$ cat src/rtl/m_7seg_disp_arb.sv
`default_nettype none
// ============================================================================
//  Module   : m_7seg_disp_arb
//  Purpose  : Two-port round-robin arbiter with post-grant hold for a shared
//             8-digit seven-segment display value, plus the digit scan
//             sequencer (active-low anode select and hex nibble output).
//  Revision : 1.0 - initial release
// ============================================================================
module m_7seg_disp_arb #(
  parameter int SCAN_DIV    = 100000,
  parameter int HOLD_CYCLES = 16
) (
  input  logic        clk,
  input  logic        rst,
  input  logic        req0,
  input  logic [31:0] data0,
  input  logic [7:0]  mask0,
  output logic        gnt0,
  input  logic        req1,
  input  logic [31:0] data1,
  input  logic [7:0]  mask1,
  output logic        gnt1,
  output logic        busy,
  output logic        disp_owner,
  output logic [3:0]  disp_nibble,
  output logic [7:0]  disp_anode
);

  localparam int SCW = $clog2(SCAN_DIV);
  localparam int HW  = (HOLD_CYCLES > 1) ? $clog2(HOLD_CYCLES) : 1;
  localparam logic [SCW-1:0] SCAN_LAST = SCW'(SCAN_DIV - 1);
  localparam logic [HW-1:0]  HOLD_LAST = HW'((HOLD_CYCLES > 0) ? HOLD_CYCLES - 1 : 0);

  typedef enum logic [1:0] {
    ST_IDLE  = 2'd0,
    ST_GRANT = 2'd1,
    ST_HOLD  = 2'd2
  } state_t;

  state_t          state_q;
  logic            winner_q;
  logic            rr_ptr_q;
  logic [HW-1:0]   hold_cnt_q;
  logic            gnt0_q;
  logic            gnt1_q;
  logic            busy_q;
  logic            owner_q;
  logic [31:0]     disp_reg_q;
  logic [7:0]      mask_reg_q;

  logic [SCW-1:0]  scan_cnt_q;
  logic [SCW-1:0]  scan_cnt_d;
  logic [2:0]      digit_q;
  logic [2:0]      digit_d;
  logic [3:0]      nibble_q;
  logic [7:0]      anode_q;

  logic            both_req;
  logic            win_d;
  logic [31:0]     wr_data;
  logic [7:0]      wr_mask;

  // Winner selection and write-data mux for the granted requester
  always_comb begin
    both_req = req0 & req1;
    win_d    = both_req ? rr_ptr_q : req1;
    wr_data  = winner_q ? data1 : data0;
    wr_mask  = winner_q ? mask1 : mask0;
  end

  // Arbitration FSM: latch winner, one-cycle grant, commit write, then hold off
  always_ff @(posedge clk) begin
    if (rst) begin
      state_q    <= ST_IDLE;
      winner_q   <= 1'b0;
      rr_ptr_q   <= 1'b0;
      hold_cnt_q <= '0;
      gnt0_q     <= 1'b0;
      gnt1_q     <= 1'b0;
      busy_q     <= 1'b0;
      owner_q    <= 1'b0;
      disp_reg_q <= 32'h0;
      mask_reg_q <= 8'hFF;
    end else begin
      case (state_q)
        ST_IDLE: begin
          if (req0 | req1) begin
            state_q  <= ST_GRANT;
            winner_q <= win_d;
            gnt0_q   <= ~win_d;
            gnt1_q   <= win_d;
            busy_q   <= 1'b1;
            // Pointer only moves on contention, handing priority to the loser
            if (both_req) begin
              rr_ptr_q <= ~win_d;
            end
          end
        end
        ST_GRANT: begin
          gnt0_q     <= 1'b0;
          gnt1_q     <= 1'b0;
          disp_reg_q <= wr_data;
          mask_reg_q <= wr_mask;
          owner_q    <= winner_q;
          hold_cnt_q <= HOLD_LAST;
          if (HOLD_CYCLES == 0) begin
            state_q <= ST_IDLE;
            busy_q  <= 1'b0;
          end else begin
            state_q <= ST_HOLD;
          end
        end
        ST_HOLD: begin
          if (hold_cnt_q == '0) begin
            state_q <= ST_IDLE;
            busy_q  <= 1'b0;
          end else begin
            hold_cnt_q <= hold_cnt_q - HW'(1);
          end
        end
        default: begin
          state_q <= ST_IDLE;
          gnt0_q  <= 1'b0;
          gnt1_q  <= 1'b0;
          busy_q  <= 1'b0;
        end
      endcase
    end
  end

  // Next scan position: slot counter wraps at terminal count and advances the digit
  always_comb begin
    scan_cnt_d = scan_cnt_q + SCW'(1);
    digit_d    = digit_q;
    if (scan_cnt_q == SCAN_LAST) begin
      scan_cnt_d = '0;
      digit_d    = digit_q + 3'd1;
    end
  end

  // Free-running scan; outputs registered so a mid-slot update cannot glitch the anode
  always_ff @(posedge clk) begin
    if (rst) begin
      scan_cnt_q <= '0;
      digit_q    <= 3'd0;
      nibble_q   <= 4'h0;
      anode_q    <= 8'hFF;
    end else begin
      scan_cnt_q <= scan_cnt_d;
      digit_q    <= digit_d;
      nibble_q   <= disp_reg_q[{digit_q, 2'b00} +: 4];
      anode_q    <= mask_reg_q[digit_q] ? ~(8'b1 << digit_q) : 8'hFF;
    end
  end

  assign gnt0        = gnt0_q;
  assign gnt1        = gnt1_q;
  assign busy        = busy_q;
  assign disp_owner  = owner_q;
  assign disp_nibble = nibble_q;
  assign disp_anode  = anode_q;

endmodule
`default_nettype wire

$ cat config.mk
export PLATFORM = sky130hd
export DESIGN_NAME = m_7seg_disp_arb
export DESIGN_NICKNAME = d
export VERILOG_FILES = /design/src/rtl/m_7seg_disp_arb.sv
export SDC_FILE = /design/constraint.sdc
export NUM_CORES = 1
export LEC_CHECK = 0
export BUFFER_PORTS_ARGS = -buffer_cell sky130_fd_sc_hd__clkbuf_2
export CORE_ASPECT_RATIO = 0.8
export CORE_MARGIN = 2
export CORE_UTILIZATION = 38
export DETAILED_ROUTE_END_ITERATION = 8
export PLACE_DENSITY = 0.68
export SLEW_MARGIN = 20
export SYNTH_ARGS = -nofsm -noshare
export SYNTH_HDL_FRONTEND = slang
export SYNTH_SLANG_ARGS = --single-unit
$ cat constraint.sdc
create_clock -name clk -period 2.5 [get_ports clk]
set_clock_uncertainty 0.1 [all_clocks]
set_input_delay 0.375 -clock clk [delete_from_list [all_inputs] [get_ports clk]]
set_output_delay 0.375 -clock clk [all_outputs]
set_load 0.05 [all_outputs]
# --- After elaboration in Yosys (flattened, before gate mapping) ---
# Cells that the tools add are included.
totals:
  output_inout_bits: 16
  ff_bits: 84
classes:
  bitwise: 7
  n_eq_ne: 6
  n_lt_le_gt_ge: 1
  n_addsub: 3
  shift: 2
  muxes: 17
  reduce_logical: 11
op_table:
  columns: ["op", "n"]
  rows:
  - ["$mux 32", 1]
  - ["$shiftx 32x6->4", 1]
  - ["$add 17x1->17 const B", 1]
  - ["$eq 17x17->1 const B", 1]
  - ["$mux 8", 1]
  - ["$not 8->8", 1]
  - ["$pmux 4 s2", 1]
  - ["$reduce_and 2->1", 4]
  - ["$shl 1x3->8 const A", 1]
  - ["$mux 1", 6]
  - ["$ne 2x2->1 const B", 3]
  - ["$pmux 2 s3", 1]
  - ["$reduce_and 3->1", 2]
  - ["$logic_not 4->1", 1]
  - ["$lt 3x4->1 const B", 1]
  - ["$mux 2", 2]
  - ["$mux 4", 1]
  - ["$not 1->1", 4]
  - ["$pmux 1 s2", 2]
  - ["$reduce_or 2->1", 2]
  - ["$sub 4x1->4 const B", 1]
  - ["$add 3x1->3 const B", 1]
  - ["$bmux 1 s3", 1]
  - ["$pmux 1 s3", 1]
  - ["6 further kinds", 6]

# --- Depth between registers and ports, before layout ---
# Gate-level depths: netlist of run 1.
depth:
  word_depth: 5
  mapped_depth: 7

# --- Worst setup path before layout of run 1 ---
# OpenSTA, ideal clock, no wires.
synth_path:
  kind: "flip-flop to flip-flop"
  startpoint: "register scan_cnt_q[0]"
  endpoint: "register scan_cnt_q[16]"
  required_time_ns: 2.285
  slack_ns: 0.585
  arrival_ns: 1.700
  stages_incl_launch_ff: 8
  path_buffers: 2
  setup_time_ns: 0.115
  cell_sequence: "dfxtp_1 -> ha_1 -> nand4_1 -> nor4_4 -> or2_1 -> buf_6 -> buf_12 -> nor2_1"
synth_via:
  elab_chain_len: 2
synth_lines:
  columns: ["item", "line", "source"]
  rows:
  - ["start: declaration", "51", "logic [SCW-1:0] scan_cnt_q;"]
  - ["start signal: assignment", "149", "scan_cnt_q <= scan_cnt_d;"]
  - ["branches (longest 2 deep; another with $add 17x1->17)", null, null]
# Several ways; the timed one is not identified.
# A chain may end at the register's enable or synchronous reset.

# --- Worst setup path in the final report of run 1 ---
layout_path:
  startpoint: "register scan_cnt_q[10]"
  endpoint: "register scan_cnt_q[11]"
# The elaborated chain is that of the path after synthesis.

==> results of run 1 <==
-- report_power, final --
part | switching (mW) | internal [mW] | total [mW]
Combinational | 0.254 | 0.230 | 0.484
Clock | 0.503 | 0.789 | 1.29
Sequential | 0.0743 | 1.44 | 1.52
Total | 0.831 | 2.46 | 3.30
-- flip-flops by register name, summed over array words and instances (netlist names), 2 cells and up --
| signal | cells |
|---|---|
| state_q | 2 |
| mask_reg_q | 8 |
| disp_nibble | 4 |
| disp_reg_q | 32 |
| digit_q | 3 |
| disp_anode | 8 |
| hold_cnt_q | 4 |
| scan_cnt_q | 17 |
-- metrics by stage --
step | area [um^2] | instances
6_report | 4760 | 630
5_1_grt | 4760 | 630
4_1_cts | 4760 | 630
3_5_place_dp | 4470 | 615
3_3_place_gp | 4470 | 615
2_1_floorplan | 3820 | 399
-- cell usage in the layout, fill, tap and decap left out, types with 10 or more instances in the layout --
cell type,n
nor2_1,69
clkbuf_2,99
xnor2_1,14
dfxtp_1,83
inv_1,10
mux4_2,10
a21oi_1,11
a211oi_1,33
nand2_1,28
mux2i_1,42
-- tightest hold or removal path, stage by stage --
cell      delay (ns)
clkbuf_2        0.08
mux2i_1         0.12
a211oi_1        0.08
-- cell type report --
class                   instances  area (um^2)
fillers                       896         4960
repair buffers                107          606
well taps                     136          170
flip-flops and latches         84         1680
inverters                      11         41.3
clock inverters                 5         52.6
clock buffers                  10          239
multi-input cells             277         1970
-- path summary, 6_finish.rpt --
kind	start	cells past startpoint	slack, ns	to
setup / recovery	scan_cnt_q[10]$_SDFF_PP0_	5	0.46	scan_cnt_q[11]$_SDFF_PP0_
hold / removal	data1[31]	3	0.27	disp_reg_q[31]$_SDFFE_PP0P_
setup reg to reg	scan_cnt_q[10]$_SDFF_PP0_	5	0.46	scan_cnt_q[11]$_SDFF_PP0_
hold reg to reg	mask_reg_q[4]$_SDFFE_PP1P_	1	0.36	mask_reg_q[4]$_SDFFE_PP1P_
-- cells by family (layout without fill, tap and decap cells) --
family          Yosys count  count (layout)  synth area share, %
compound gates           61              61                 11.3
xor+xnor                 17              17                 3.89
fa+ha+maj                 8               8                 2.62
buf+inv                  38             133                 4.64
flops                    84              84                 44.0
mux                      52              52                 16.9
simple gates            139             139                 16.7
-- metal layers --
| metal | global-route usage [%] | vias to the layer above | part of all wire, % |
|---|---|---|---|
| li1 | - | 1599 | - |
| met1 | 22.1 | 1375 | 50 |
| met2 | 24.8 | 90 | 44 |
| met3 | 4.45 | 4 | 5.8 |
| met4 | 3.87 | 0 | 0.65 |
| met5 | 0 | - | 0 |
-- cell usage after synthesis --
cell type | number | area (um^2)
mux2i_1 | 42 | 420
nand4_1 | 6 | 37.5
nand4b_1 | 1 | 8.76
or4b_4 | 1 | 13.8
ha_1 | 8 | 100
nor4_4 | 1 | 21.3
and3_1 | 2 | 12.5
or4b_1 | 1 | 10.0
buf_6 | 2 | 22.5
nor4_1 | 5 | 31.3
nand2b_1 | 3 | 18.8
a31oi_1 | 1 | 6.26
clkinv_1 | 1 | 3.75
dfxtp_1 | 84 | 1680
nor2b_1 | 2 | 12.5
inv_1 | 10 | 37.5
buf_1 | 6 | 22.5
a32oi_1 | 2 | 17.5
mux4_2 | 10 | 225
buf_2 | 3 | 15.0
nand2_1 | 28 | 105
nand3_1 | 8 | 40.0
nor3_1 | 7 | 35.0
clkbuf_1 | 15 | 56.3
or4_1 | 1 | 7.51
a21oi_1 | 11 | 55.1
or3_1 | 2 | 12.5
or2_1 | 1 | 6.26
o311a_1 | 1 | 10.0
nor3b_1 | 1 | 7.51
xor2_1 | 3 | 26.3
nor2_1 | 69 | 259
buf_12 | 1 | 20.0
o21ai_0 | 5 | 25.0
xnor2_1 | 14 | 123
a211oi_1 | 33 | 248
a211o_1 | 8 | 70.1
==> impl_metrics.tcl, run 1 <==
set metrics [dict create \
    ys_seq_elements 84 \
    slew_headroom_pct 60.1 \
    fin_crit_sh_pct 81.8 \
    rsz0062_at_grt "false" \
    slew_violations 0 \
    postCtsHoldBufs 0 \
    final_net_count 582 \
    final_antenna_net_count 0 \
    drive_above_1_share_pct 27.5 \
    dieWidth_um 116 \
    required_ns 2.62 \
    h-tree-depth 3 \
    place.gp.congestion 0.857 \
    leakage_nw 1.86 \
    clk_pin_slew_ns 0.06 \
    grt_pass1_vias 2897 \
    netlist_instances 399 \
    worst-setup-path-type "reg -> reg" \
    cts_buffers 9 \
    routed_wl_um 8270 \
    fmax_ghz 0.489 \
    grt.total_usage_pct 16.0 \
    row_count 32 \
    seq_area_frac_synth_pct 44.0 \
    ys_types 37 \
    yosys_warnings 0 \
    crit_fanout 13 \
    antenna_found_initial 0 \
    start_util_pct 39.3 \
    pre_cts_slack_ns 0.461 \
    dieArea_um2 10900 \
    synth.net_count 491 \
    firstDrtPassIters 4 \
    dpl.hpwl_um 6070 \
    ioPinCount 100 \
    clock-sinks 84 \
    hold_class "in -> reg" \
    end_kind "flip-flop" \
    worst_slack_ns 0.456 \
    cts_tree "yes" \
    period_minus_slack_ns 2.04 \
    cts_root_buffer "clkbuf_16" \
    postCtsSetupBuffers 0 \
    holdWs_ns 0.270 \
    core_area_um2 9730 \
    critPathBufInv 1 \
    fin_tns_setup_ns 0 \
    utilization_pct 49.0 \
    worst_pin_slew_ns 0.599 \
    grt_pass1_wl_um 13700 \
    totalPowerFinal_mw 3.30 \
    drt_iter0_drc 134 \
    cp_slowest_stage_delay_ns 0.51 \
    syn2layout_area_growth_pct 24.6 \
    wl_per_cell_um 13.1 \
    overflow 0 \
    die_y_um 93.7 \
    avgSynthCellArea_um2 9.59 \
    ir_worst_vdd_mv 0.370 \
    outcome "complete, no violations" \
    cp.arrival_ns 2.16 \
    drcViolationCount 0 \
    vias 3068 \
    grt_max_degree 63 \
    max_cap_viol_count 0 \
    crit_path_top_delay_cell "or4b_4" \
    insertion_delay_ns 0.33 \
    crit_family "simple AND/OR/NAND/NOR gates" \
    crit_chain "or4b_4, nor4_4, or2_1, buf_12, nor2_1" \
    io_buffer_count 99 \
    cts_buffer_depth 2 \
    hold_viol 0 \
    report.final.setup_viol 0 \
    p_per_area_nw_per_um2 692 \
    diodes 0 \
    post_cts_resize_count 0 \
    synth_area_um2 3820 \
    viasPerCell 4.87 \
    cp-start-kind "flip-flop" \
]
(Power assumes the default switching activity.)
==> run 2: changes to the inputs <==
==> constraint.sdc (replaced) <==
create_clock -name clk -period 2 [get_ports clk]
set_clock_uncertainty 0.1 [all_clocks]
set_input_delay 0.3 -clock clk [delete_from_list [all_inputs] [get_ports clk]]
set_output_delay 0.3 -clock clk [all_outputs]
set_load 0.05 [all_outputs]
==> impl_metrics.tcl, run 2 (synthesis gave the netlist of run 1 again) <==
set metrics [dict create \
    p_per_area_nw_per_um2 916 \
    leakage_nw 1.92 \
    dpl.hpwl_um 6250 \
    dieArea_um2 10900 \
    pre_cts_slack_ns 0.122 \
    worst-setup-path-type "reg -> reg" \
    wl_per_cell_um 13.2 \
    antenna_found_initial 0 \
    clock-sinks 84 \
    ir_worst_vdd_mv 0.401 \
    drive_above_1_share_pct 29.1 \
    h-tree-depth 3 \
    fmax_ghz 0.535 \
    period_minus_slack_ns 1.87 \
    grt_max_degree 45 \
    final_antenna_net_count 0 \
    fin_tns_setup_ns 0 \
    worst_pin_slew_ns 0.482 \
    firstDrtPassIters 4 \
    place.gp.congestion 0.907 \
    routed_wl_um 8430 \
    end_kind "flip-flop" \
    cp.arrival_ns 2.03 \
    postCtsHoldBufs 0 \
    worst_slack_ns 0.132 \
    largest_reg_flops 32 \
    final_net_count 589 \
    hold_class "in -> reg" \
    required_ns 2.17 \
    vias 3153 \
    cp-start-kind "flip-flop" \
    diodes 0 \
    core_area_um2 9730 \
    totalPowerFinal_mw 4.47 \
    dp_cells 622 \
    viasPerCell 4.94 \
    report.final.setup_viol 0 \
    reg_top3 "disp_reg_q: 32 flops, scan_cnt_q: 17 flops" \
    slew_violations 0 \
    grt_pass1_vias 3013 \
    cts_root_buffer "clkbuf_16" \
    layout_commonest_cell "clkbuf_2" \
    final_cell_mix "99 x clkbuf_2, 83 x dfxtp_1, 69 x nor2_1" \
    cts_tree "yes" \
    cts_buffers 9 \
    grt.total_usage_pct 16.6 \
    largest_register "disp_reg_q" \
    row_count 32 \
    drt_iter0_drc 159 \
    crit_fanout 6 \
    utilization_pct 50.2 \
    dieWidth_um 116 \
    insertion_delay_ns 0.34 \
    start_util_pct 39.3 \
    ioPinCount 100 \
    slew_headroom_pct 67.8 \
    holdWs_ns 0.184 \
    die_y_um 93.7 \
    hold_viol 0 \
    instances_no_fill 638 \
    grt_pass1_wl_um 13900 \
    cts_buffer_depth 2 \
    clk_pin_slew_ns 0.06 \
    drcViolationCount 0 \
    rsz0062_at_grt "false" \
    regToRegSetupSlack_ns 0.13 \
    syn2layout_area_growth_pct 27.6 \
    final_area_um2 4880 \
    max_cap_viol_count 0 \
    io_buffer_count 99 \
    dpl_cell_area_um2 4510 \
    overflow 0 \
    fin_crit_sh_pct 93.4 \
    outcome "complete, no violations" \
]
-- run 2: routing by layer --
layer  vias up  wire [um]  GRT usage, %  part of all wire [%]
met5         -          0             0                     0
met4         0        120          5.65                   1.4
met3        11        548          4.90                   6.5
li1       1612          -             -                     -
met2        97       3750          26.9                    45
met1      1433       4000          21.3                    48
-- run 2: final cells by class --
| type | instances | area, um^2 |
|---|---|---|
| fillers | 902 | 4850 |
| clock inverters | 5 | 108 |
| well taps | 136 | 170 |
| repair buffers | 114 | 646 |
| flip-flops and latches | 84 | 1680 |
| clock buffers | 11 | 253 |
| inverters | 11 | 41.3 |
| multi-input cells | 277 | 1980 |
-- run 2: what timing repair did --
item	CTS	global route
setup endpoints to repair	0	3
setup buffers	0	0
gates resized for setup	0	2
-- run 2: critical path, cell delays in order, from the launching register on --
cell	delay (ns)
dfxtp_1	0.43
or4b_1	0.53
nor4_4	0.25
buf_4	0.17
mux2i_1	0.16
nor2b_1	0.16
-- run 2: where the power goes --
| group | total (mW) | switching (mW) | internal (mW) |
|---|---|---|---|
| Sequential | 1.89 | 0.0852 | 1.81 |
| Clock | 1.95 | 0.663 | 1.29 |
| Combinational | 0.625 | 0.330 | 0.295 |
| Total | 4.47 | 1.08 | 3.39 |
-- run 2: final timing paths --
check,startpoint,to,cells past startpoint
worst max-delay path,scan_cnt_q[9]$_SDFF_PP0_,digit_q[2]$_SDFFE_PP0N_,5
worst min-delay path,data1[10],disp_reg_q[10]$_SDFFE_PP0P_,3
worst max register to register,scan_cnt_q[9]$_SDFF_PP0_,digit_q[2]$_SDFFE_PP0N_,5
worst min register to register,mask_reg_q[4]$_SDFFE_PP1P_,mask_reg_q[4]$_SDFFE_PP1P_,1
==> run 3: changes to the inputs <==
--- a/config.mk
+++ b/config.mk
@@ -7,10 +7,11 @@
 export LEC_CHECK = 0
 export BUFFER_PORTS_ARGS = -buffer_cell sky130_fd_sc_hd__clkbuf_2
 export CORE_ASPECT_RATIO = 0.8
-export CORE_MARGIN = 2
-export CORE_UTILIZATION = 38
+export CORE_MARGIN = 5
+export CORE_UTILIZATION = 30
 export DETAILED_ROUTE_END_ITERATION = 8
-export PLACE_DENSITY = 0.68
+export PLACE_DENSITY = 0.57
+export SKIP_CTS_REPAIR_TIMING = 1
 export SLEW_MARGIN = 20
 export SYNTH_ARGS = -nofsm -noshare
 export SYNTH_HDL_FRONTEND = slang
==> impl_metrics.tcl, run 3 (synthesis gave the netlist of run 1 again) <==
set metrics [dict create \
    outcome "complete, no violations" \
    report.final.setup_viol 0 \
    leakage_nw 1.88 \
    multi_input_area_um2 1970 \
    cts_buffer_depth 2 \
    crit_family "simple AND/OR/NAND/NOR gates" \
    regArea_um2 1680 \
    start_util_pct 31.0 \
    diodes 0 \
    crit_chain "or4b_4, nor4_4, buf_4, mux2i_1, nor2b_1" \
    largest_reg_flops 32 \
    rr_worst_depth 5 \
    viasPerCell 4.62 \
    critPathBufInv 1 \
    dpl.hpwl_um 6740 \
    grt_max_degree 62 \
    die_y_um 111 \
    crit_path_top_delay_cell "or4b_4" \
    crit_fanout 4 \
    reg_top3 "disp_reg_q: 32 flops, scan_cnt_q: 17 flops" \
    cp_slowest_stage_delay_ns 0.56 \
    hold_viol 0 \
    fmax_ghz 0.544 \
    rsz0062_at_grt "false" \
    place.gp.congestion 0.810 \
    final_area_um2 4860 \
    cp.arrival_ns 2.01 \
    slew_headroom_pct 66.9 \
    p_per_area_nw_per_um2 834 \
    io_buffer_count 99 \
    cts_root_buffer "clkbuf_16" \
    dieWidth_um 136 \
    h-tree-depth 3 \
    grt_pass1_vias 3003 \
    fin_tns_setup_ns 0 \
    cts_buffers 9 \
    max_cap_viol_count 0 \
    hold_class "in -> reg" \
    firstDrtPassIters 4 \
    slew_violations 0 \
    syn2layout_area_growth_pct 27.0 \
    nFillCells 1265 \
    overflow 0 \
    final_cell_mix "99 x clkbuf_2, 83 x dfxtp_1, 69 x nor2_1" \
    worst_slack_ns 0.163 \
    end_kind "flip-flop" \
    worst_pin_slew_ns 0.496 \
    totalPowerFinal_mw 4.05 \
    insertion_delay_ns 0.34 \
    final_antenna_net_count 0 \
    period_minus_slack_ns 1.84 \
    required_ns 2.17 \
    crit-reg2reg-launch "scan_cnt_q[12]$_SDFF_PP0_" \
    largest_register "disp_reg_q" \
    dieArea_um2 15100 \
    utilization_pct 39.3 \
    ioPinCount 100 \
    whs_endpoint "disp_reg_q[5]$_SDFFE_PP0P_" \
    grt_pass1_wl_um 14500 \
    routed_wl_um 8730 \
    hold_start "data0[5]" \
    drive_above_1_share_pct 28.6 \
    wl_per_cell_um 13.0 \
    final_net_count 590 \
    clk_pin_slew_ns 0.06 \
    worst-setup-path-type "reg -> reg" \
    antenna_found_initial 0 \
    clock-sinks 84 \
    pre_cts_slack_ns 0.165 \
    dpl_cell_area_um2 4580 \
    fin_crit_sh_pct 91.8 \
    regToRegSetupSlack_ns 0.16 \
    vias 3115 \
    drt_iter0_drc 108 \
    layout_commonest_cell "clkbuf_2" \
    cts_tree "yes" \
    hold_depth 3 \
    cp-start-kind "flip-flop" \
    grt.total_usage_pct 12.0 \
    row_count 36 \
    core_area_um2 12300 \
    drcViolationCount 0 \
    ir_worst_vdd_mv 0.466 \
    regToRegEndpoint "digit_q[2]$_SDFFE_PP0N_" \
]
-- run 3: power by group --
part / switching, mW / internal, mW
logic: 0.330 / 0.296
clock network: 0.659 / 0.877
registers: 0.0829 / 1.81
total: 1.07 / 2.98
-- run 3: worst max path at each step --
| stage | to | startpoint | slack [ns] | cells after the start |
|---|---|---|---|---|
| final | digit_q[2]$_SDFFE_PP0N_ | scan_cnt_q[12]$_SDFF_PP0_ | 0.16 | 5 |
| after global routing | digit_q[2]$_SDFFE_PP0N_ | scan_cnt_q[0]$_SDFF_PP0_ | 0.02 | 6 |
| after CTS | digit_q[2]$_SDFFE_PP0N_ | scan_cnt_q[12]$_SDFF_PP0_ | 0.15 | 5 |
| after detailed placement | digit_q[2]$_SDFFE_PP0N_ | scan_cnt_q[12]$_SDFF_PP0_ | 0.17 | 5 |
| after global placement | scan_cnt_q[16]$_SDFF_PP0_ | scan_cnt_q[0]$_SDFF_PP0_ | 0.22 | 6 |
| after floorplan | scan_cnt_q[16]$_SDFF_PP0_ | scan_cnt_q[0]$_SDFF_PP0_ | 0.09 | 7 |
-- run 3: through the flow --
step | hold WS (ns) | cells
2_1_floorplan | 0.330 | 399
3_3_place_gp | 0.345 | 658
3_5_place_dp | 0.349 | 658
4_1_cts | 0.176 | 674
5_1_grt | 0.188 | 674
6_report | 0.188 | 674
-- run 3: area by class of cell --
type / instances / share of cell area [%]
sequential: 84 / 34.7
multi-input combinational: 277 / 40.6
tap: 171 / 4.41
timing repair buffer: 115 / 13.7
clock buffer: 11 / 5.00
clock inverter: 5 / 0.747
inverter: 11 / 0.850
-- run 3: worst register-to-register path, stage by stage (launching register included) --
cell and delay, ns:
dfxtp_1 0.35, or4b_4 0.56, nor4_4 0.27, buf_4 0.17
mux2i_1 0.18, nor2b_1 0.15
-- run 3: metal layers --
metal / vias up / share of wire, % / track usage [%] / wire length, um
met5: - / 0 / 0 / 0
met1: 1393 / 49 / 17.0 / 4300
li1: 1616 / - / - / -
met2: 95 / 42 / 17.0 / 3670
met4: 0 / 1.5 / 4.63 / 131
met3: 11 / 7.2 / 3.49 / 628
